**src/rtl/pixel_packer.sv**
```systemverilog
// pixel_packer: packs multi-channel pixels into SRAM_WIDTH-bit line-buffer words with a per-slot valid mask.
// Optional macro PIXEL_PACK_CHKSUM_EN adds line_chksum_o, the XOR of every word written this line.
module pixel_packer #(
  parameter int SRAM_WIDTH = 256,
  parameter int CHAN_W     = 8,
  parameter int NUM_CHAN   = 3,
  parameter int SLOT_CHAN  = 4,
  parameter int ADDR_W     = 9,
  parameter int CNT_W      = 12
) (
  input  logic                                     clk,
  input  logic                                     rst,
  input  logic                                     pixel_trigger_i,
  input  logic [CNT_W-1:0]                         image_width_i,
  input  logic [ADDR_W-1:0]                        start_addr_i,
  input  logic [NUM_CHAN*CHAN_W-1:0]               pixel_data_i,
  input  logic                                     pixel_valid_i,
  output logic                                     pixel_ready_o,
  output logic                                     mem_wr_o,
  input  logic                                     mem_ready_i,
  output logic [ADDR_W-1:0]                        mem_addr_o,
  output logic [SRAM_WIDTH-1:0]                    mem_data_o,
  output logic [SRAM_WIDTH/(SLOT_CHAN*CHAN_W)-1:0] mem_mask_o,
  output logic                                     pixel_trigger_done_o,
  output logic [ADDR_W-1:0]                        word_cnt_o
`ifdef PIXEL_PACK_CHKSUM_EN
  ,
  output logic [SRAM_WIDTH-1:0]                    line_chksum_o
`endif
);

  localparam int SLOT_W  = SLOT_CHAN * CHAN_W;
  localparam int SPW     = SRAM_WIDTH / SLOT_W;
  localparam int SLOT_IW = (SPW > 1) ? $clog2(SPW) : 1;
  localparam logic [SLOT_IW-1:0] LAST_SLOT = SLOT_IW'(SPW - 1);

  typedef enum logic [1:0] {IDLE, RUN, DRAIN, DONE} state_t;

  state_t               state;
  logic [CNT_W-1:0]     width_q;
  logic [CNT_W-1:0]     pix_cnt;
  logic [ADDR_W-1:0]    base_addr;
  logic [ADDR_W-1:0]    word_idx;
  logic [SRAM_WIDTH-1:0] acc_data, acc_data_next;
  logic [SPW-1:0]       acc_mask, acc_mask_next;
  logic [SLOT_IW-1:0]   slot_idx;
  logic                 last_pix, word_done, out_free, accept, abort, xfer;

  assign last_pix  = (pix_cnt + CNT_W'(1)) == width_q;
  assign word_done = (slot_idx == LAST_SLOT) || last_pix;
  assign out_free  = !mem_wr_o || mem_ready_i;
  // A pixel that closes a word may only enter when the output register can take that word.
  assign pixel_ready_o = (state == RUN) && (!word_done || out_free);
  assign accept    = pixel_valid_i && pixel_ready_o;
  assign abort     = ((state == RUN) || (state == DRAIN)) && !pixel_trigger_i;
  assign xfer      = mem_wr_o && mem_ready_i && !abort;

  always_comb begin
    // NOTE: every combinational output gets a default first so no path infers a latch.
    acc_data_next = acc_data;
    acc_mask_next = acc_mask;
    acc_data_next[slot_idx*SLOT_W +: SLOT_W] = SLOT_W'(pixel_data_i);
    acc_mask_next[slot_idx] = 1'b1;
  end

  // NOTE: state registers use non-blocking assignments so all of them update together at the edge.
  always_ff @(posedge clk) begin
    if (rst) begin
      state                <= IDLE;
      width_q              <= '0;
      pix_cnt              <= '0;
      base_addr            <= '0;
      word_idx             <= '0;
      acc_data             <= '0;
      acc_mask             <= '0;
      slot_idx             <= '0;
      mem_wr_o             <= 1'b0;
      mem_addr_o           <= '0;
      mem_data_o           <= '0;
      mem_mask_o           <= '0;
      pixel_trigger_done_o <= 1'b0;
      word_cnt_o           <= '0;
    end else begin
      unique case (state)
        IDLE: begin
          if (pixel_trigger_i) begin
            width_q    <= image_width_i;
            base_addr  <= start_addr_i;
            pix_cnt    <= '0;
            word_idx   <= '0;
            word_cnt_o <= '0;
            acc_data   <= '0;
            acc_mask   <= '0;
            slot_idx   <= '0;
            if (image_width_i != '0) begin
              state <= RUN;
            end else begin
              state                <= DONE;
              pixel_trigger_done_o <= 1'b1;
            end
          end
        end
        RUN, DRAIN: begin
          if (abort) begin
            state      <= IDLE;
            pix_cnt    <= '0;
            word_idx   <= '0;
            word_cnt_o <= '0;
            acc_data   <= '0;
            acc_mask   <= '0;
            slot_idx   <= '0;
            mem_wr_o   <= 1'b0;
            mem_addr_o <= '0;
            mem_data_o <= '0;
            mem_mask_o <= '0;
          end else begin
            if (xfer) begin
              mem_wr_o   <= 1'b0;
              word_cnt_o <= word_cnt_o + ADDR_W'(1);
            end
            if (accept) begin
              pix_cnt <= pix_cnt + CNT_W'(1);
              if (word_done) begin
                mem_wr_o   <= 1'b1;
                mem_addr_o <= base_addr + word_idx;
                mem_data_o <= acc_data_next;
                mem_mask_o <= acc_mask_next;
                word_idx   <= word_idx + ADDR_W'(1);
                acc_data   <= '0;
                acc_mask   <= '0;
                slot_idx   <= '0;
                if (last_pix) state <= DRAIN;
              end else begin
                acc_data <= acc_data_next;
                acc_mask <= acc_mask_next;
                slot_idx <= slot_idx + SLOT_IW'(1);
              end
            end
            if ((state == DRAIN) && !mem_wr_o) begin
              state                <= DONE;
              pixel_trigger_done_o <= 1'b1;
            end
          end
        end
        DONE: begin
          if (!pixel_trigger_i) begin
            state                <= IDLE;
            pixel_trigger_done_o <= 1'b0;
          end
        end
        default: state <= IDLE;
      endcase
    end
  end

`ifdef PIXEL_PACK_CHKSUM_EN
  always_ff @(posedge clk) begin
    if (rst || abort || ((state == IDLE) && pixel_trigger_i)) begin
      line_chksum_o <= '0;
    end else if (xfer) begin
      line_chksum_o <= line_chksum_o ^ mem_data_o;
    end
  end
`endif

endmodule
```
**config.mk**
```make
export PLATFORM = sky130hd
export DESIGN_NAME = pixel_packer
export DESIGN_NICKNAME = d
export VERILOG_FILES = /design/src/rtl/pixel_packer.sv
export SDC_FILE = /design/constraint.sdc
export NUM_CORES = 1
export LEC_CHECK = 0
export BUFFER_PORTS_ARGS = -buffer_cell sky130_fd_sc_hd__buf_2
export CAP_MARGIN = 20
export CELL_PAD_IN_SITES_DETAIL_PLACEMENT = 0
export CELL_PAD_IN_SITES_GLOBAL_PLACEMENT = 1
export CORE_UTILIZATION = 45
export DETAILED_ROUTE_END_ITERATION = 12
export PLACE_DENSITY = 0.83
export SLEW_MARGIN = 20
export SYNTH_ARGS = -nofsm -noshare
export SYNTH_HDL_FRONTEND = slang
export SYNTH_SLANG_ARGS = --single-unit
```
**constraint.sdc**
```tcl
create_clock -name clk -period 7.1 [get_ports clk]
set_clock_uncertainty 0.1 [all_clocks]
set_input_delay 1.065 -clock clk [delete_from_list [all_inputs] [get_ports clk]]
set_output_delay 1.065 -clock clk [all_outputs]
set_load 0.005 [all_outputs]
```
### After elaboration in Yosys (flattened, before gate mapping)

Cells that the tools add are included.

* word-level logic and storage cells: 127
* register bits after elaboration: 595
* bits of input ports: 50

* bitwise gates (word level): 1
* reduce and logical (&&, ||, !) cells: 28
* add/sub/neg operators: 6
* shift-type cells: 2
* eq/ne operators: 16
* multiplexer cells: 58
* order comparisons: 2

Operators by type and width (number)
* 256-bit 2-to-1 mux: 7
* 256-bit one-hot mux with 2 select lines: 1
* 256-bit bitwise mux: 1
* 32-bit by 34-bit variable shift with 256-bit output, first input constant: 1
* 32-bit by 34-bit variable part select with 256-bit output: 1
* 9-bit 2-to-1 mux: 9
* 8-bit 2-to-1 mux: 7
* 12-bit 2-to-1 mux: 3
* 9-bit one-hot mux with 2 select lines: 2
* 8-bit negation with 34-bit output: 1
* 12-bit one-hot mux with 2 select lines: 1
* 9-bit by 1-bit adder with 9-bit output, second input constant: 2
* 2-bit 2-to-1 mux: 8
* 8-bit one-hot mux with 2 select lines: 1
* 12-bit by 1-bit adder with 12-bit output, second input constant: 1
* 12-bit equality test: 1
* 3-bit 2-to-1 mux: 4
* 4-bit inequality test, second input constant: 3
* 12-bit nonzero test: 1
* 1-bit 2-to-1 mux: 10
* 2-bit inequality test, second input constant: 5
* 5-bit AND reduction: 2
* 9-bit adder: 1
* 3-bit inequality test, second input constant: 3
* other kinds (20): 37

### Longest topological paths before layout

* depth after elaboration: 11
* depth in mapped cells: 13

### Least setup slack after synthesis

OpenSTA, ideal clock, no wires.

* path type: register -> output
* start: reg pix_cnt[0]
* end: out pixel_ready_o
* arrival: 2105 ps
* required time: 5935 ps
* cell stages (with the launch flop): 9
* slack: 3830 ps
* path through: dfxtp_1 ha_1 nand3_1 xor2_1 a32o_1 o221a_2 a21o_4 buf_4 a21boi_0

* word-level cells in the longest chain between the ends: 6

RTL lines
* from (decl): line 41 `logic [CNT_W-1:0] pix_cnt;`
* from (signal assigned): line 122 `pix_cnt <= pix_cnt + CNT_W'(1);`
* 12-bit by 1-bit adder with 12-bit output: line 49 `assign last_pix = (pix_cnt + CNT_W'(1)) == width_q;`
* 12-bit equality test: line 49
* 1-bit logical OR: line 50 `assign word_done = (slot_idx == LAST_SLOT) || last_pix;`
* 1-bit logical NOT: line 53 `assign pixel_ready_o = (state == RUN) && (!word_done || out_free);`
* 1-bit logical OR: line 53
* 1-bit logical AND: line 53
* to (decl): line 18 `output logic pixel_ready_o,`

No other way between the ends.

### Final worst setup path

* start: reg slot_idx[0]
* end: reg acc_data[27]

* word-level cells in the longest chain between the ends: 8

RTL lines
* from (decl): line 46 `logic [SLOT_IW-1:0] slot_idx;`
* from (signal assigned): line 136 `slot_idx <= slot_idx + SLOT_IW'(1);`
* parallel branches: the longest is 8 deep, another holds 8-bit negation with 34-bit output
* to (signal assigned): line 134 `acc_data <= acc_data_next;`
* to (decl): line 44 `logic [SRAM_WIDTH-1:0] acc_data, acc_data_next;`

Several ways; the timed one is not identified. The select of a mux whose other input is x is not followed.
A chain may end at the register's enable or synchronous reset.

==> impl_results.md <==
- Reg area: 11910 um^2
- Io pins: 335
- Nets: between 3000 and 4000
- Prevailing post-synth register cell: dfxtp_1
- Core Region: 51610 um^2
- RSZ-0062 raised after global routing: no
- Sw Ratio: 0.2978
- Initial core utilization: 0.4573
- Chip height: 231.0 um
- WL/cell: 20.62 um
- DRC violations left: 0
- Post-Synthesis Cells: 2808
- Cts bufs inserted: 67
- Minimum clock period: 4.750 ns
- Fmax: 0.2105 GHz
- # setup viols final: 0
- Crit-path max FO: 33
- Type of element launching the critical path: flip-flop
- Number of global-route vias before repair: 19880
- Port Buf Inserts: approximately 330
- First-pass GRT wire length: roughly 120 mm
- Final Hold Fails: 0
- Via count: 21170
- Reg power frac: 0.397
- Setup bufs post-CTS: 0
- Maximum Capacitance Violations: 0
- Count of cell types in the netlist: 63
- PD cells: approximately 310 nW/um^2
- Synth Net Count: 2883
- Highest Signal Layer: met4
- Delay of the slowest critical-path stage: 1.12 ns
- Final Cycle Share: 0.6690
- Setup tns final: 0 ns
- CP endpoint kind: flip-flop
- Initial antenna violation count: 0
- Max-slew violation count: 0
- ANT cells: 0
- Gr ovfl total: 0
- Cts hold-fix bufs: 0
- Final WL: 76.36 mm
- DR vias/cell: 5.716
- P_sw: roughly 2.6 mW
- Worst-margin pin slew: ~1.2 ns
- Placed cell area: 25380 um^2
- Power Internal: 6.111 mW
- Max-slew headroom: 0.2179
- Post-DP HPWL: 46.62 mm
- Final Instance Area: around 28000 um^2
- Worst-path cell with the longest stage delay: inv_1
- Bufs on Longest Clock Path: 3
- DR iter-0 viols: 2042
- Most common cell after layout, fill and taps aside: nand2_1
- Layout cells sized above 1: 0.1634
- Resized Gates After CTS: 0
- VDD IR max: 0.0001832 V
- Yosys Warn Count: 0
- Metal2 WL: 35.71 mm
- GP Congestion: between 0.8 and 0.9
- CP required: around 7.5 ns
- Die W: 231.0 um
- Final ANT Viol Nets: 0
- Commonest non-fill, non-tap cells in the layout: 673 x nand2_1, 595 x dfxtp_1, 431 x a21oi_1, 333 x buf_2, 206 x a22o_1
- Worst endpoint data arrival time: between 5 and 6 ns
- Metal3 WL: between 6 and 7 mm
- Status: complete, no violations
- LEAKAGE: 11.06 nW
- Number of synthesized flops with an enable pin: 0
- Ys async rst share: 0
- GRT Total Usage: 0.2781
- Area growth, synth to finish: 18.16%
- Largest net degree at the start of global routing: 217
- # fillers: 4721
- Worst skew pair latency: 0.60 ns
- Cells along the critical path: clkinv_1 -> ha_1 -> ha_1 -> nor2_1 -> nand3_2 -> inv_1 -> o21ai_1 -> and2_1
- Rows: 83
- Post-route met1 wirelength: roughly 32 mm
- CTS sink cnt: around 600
- Share of total power in combinational logic: 0.160
- Most frequent CP cell: ha_1
- Crit Path Class: flip-flop to flip-flop
- Clock Root Buffer: clkbuf_16
- Multi-input logic area: 10660 um^2
- Clock slew at reported path FFs: 0.06 ns
- Synthesized area: 23600 um^2
- Syn_area_per_cell: 8.406 um^2
- Post-synthesis register bit count: 595
- Sequential area share after synthesis: 0.5046
- Clock power frac: 0.443
- Worst hold path class: flip-flop to flip-flop
- H-Tree Depth: 3
- TritonCTS clock tree: built
- Drt pass-1 iters: 5
- Die ar.: 53370 um^2
-- synth_stat cells, types with 4 or more instances --
library cell	count	area [um^2]
or3_1	8	50.05
o31ai_1	4	30.03
nor3_1	10	50.05
nand3_1	165	825.8
buf_1	8	30.03
clkbuf_1	189	709.4
a21oi_1	431	2157
o21ai_1	6	30.03
a31oi_1	6	37.54
ha_1	24	300.3
buf_2	55	275.3
mux2i_1	35	350.3
o21ai_0	18	90.09
xor2_1	15	131.4
nand2_1	674	2530
o2bb2ai_1	7	61.31
a32oi_1	50	437.9
a21o_1	4	30.03
inv_1	17	63.81
a211oi_1	4	30.03
and3_1	8	50.05
dfxtp_1	595	11910
a22o_1	206	1804
xnor2_1	17	148.9
nor2_1	107	401.6
a32o_1	4	40.04
nand4_1	19	118.9
and2_1	70	437.9
nor4_1	5	31.28
-- state kept, by name, summed over array words and instances (netlist names), 3 cells and up --
signal	cells
width_q	12
mem_data_o	256
word_cnt_o	9
acc_data	256
word_idx	9
acc_mask	8
pix_cnt	12
mem_addr_o	9
mem_mask_o	8
slot_idx	3
base_addr	9
-- stage by stage --
step                      utilization  setup slack [ns]  hold slack [ns]  power (mW)  cells
after global routing           0.5404             2.065           0.3699       8.985   3704
after CTS                      0.5391             2.431           0.3512       8.716   3702
after floorplan                     -             3.830           0.3210       4.461   2808
after detailed placement       0.4917             2.416           0.3402       4.884   3587
final                          0.5404             2.350           0.3507       8.702   3704
after global placement         0.4916             2.530           0.3361       4.858   3587
-- cell type report --
class | instances | share of cell area
clock buffer | 87 | 0.06864
sequential | 595 | 0.4271
tap | 680 | 0.03051
multi-input combinational | 1939 | 0.3821
inverter | 19 | 0.002557
timing repair buffer | 356 | 0.07003
clock inverter | 28 | 0.01911
-- kinds of logic (layout without fill, tap and decap cells) --
logic type | Yosys count | after routing | synth area share
multiplexers | 36 | 36 | 0.01532
AO/OA/AOI/OAI | 761 | 761 | 0.2096
buffers and inverters | 274 | 490 | 0.04696
AND/OR/NAND/NOR | 1085 | 1085 | 0.1980
XOR/XNOR | 32 | 32 | 0.01187
flip-flops | 595 | 595 | 0.5046
adder cells (fa/ha/maj) | 25 | 25 | 0.01357
-- power by group through the flow --
stage	Clock, mW	Sequential [mW]	Combinational [mW]
2_1_floorplan	0	3.51	0.952
3_3_place_gp	0	3.52	1.33
3_5_place_dp	0	3.53	1.36
4_1_cts	3.90	3.45	1.36
5_1_grt	4.04	3.46	1.49
6_report	3.86	3.45	1.39
-- routing by layer --
layer	GRT usage	vias to the layer above
met5	0	-
met4	0.1229	0
met3	0.07333	150
met2	0.4477	741
met1	0.3492	10250
li1	-	10030
-- final timing paths --
check,start,to,slack (ns),cells after the start
setup / recovery,slot_idx[0],acc_data[27],2.35,8
hold / removal,mem_data_o[195],mem_data_o[195],0.35,2
setup reg to reg,slot_idx[0],acc_data[27],2.35,8
hold reg to reg,mem_data_o[195],mem_data_o[195],0.35,2
-- critical path: cells and delay by family, from the launching register on --
| kind | cells | cell delay, ns |
|---|---|---|
| buf+inv | 2 | 1.54 |
| simple gates | 3 | 1.13 |
| flops | 1 | 0.74 |
| fa+ha+maj | 2 | 0.71 |
| compound gates | 1 | 0.40 |
No activity file was read; power rests on OpenSTA's default activity.
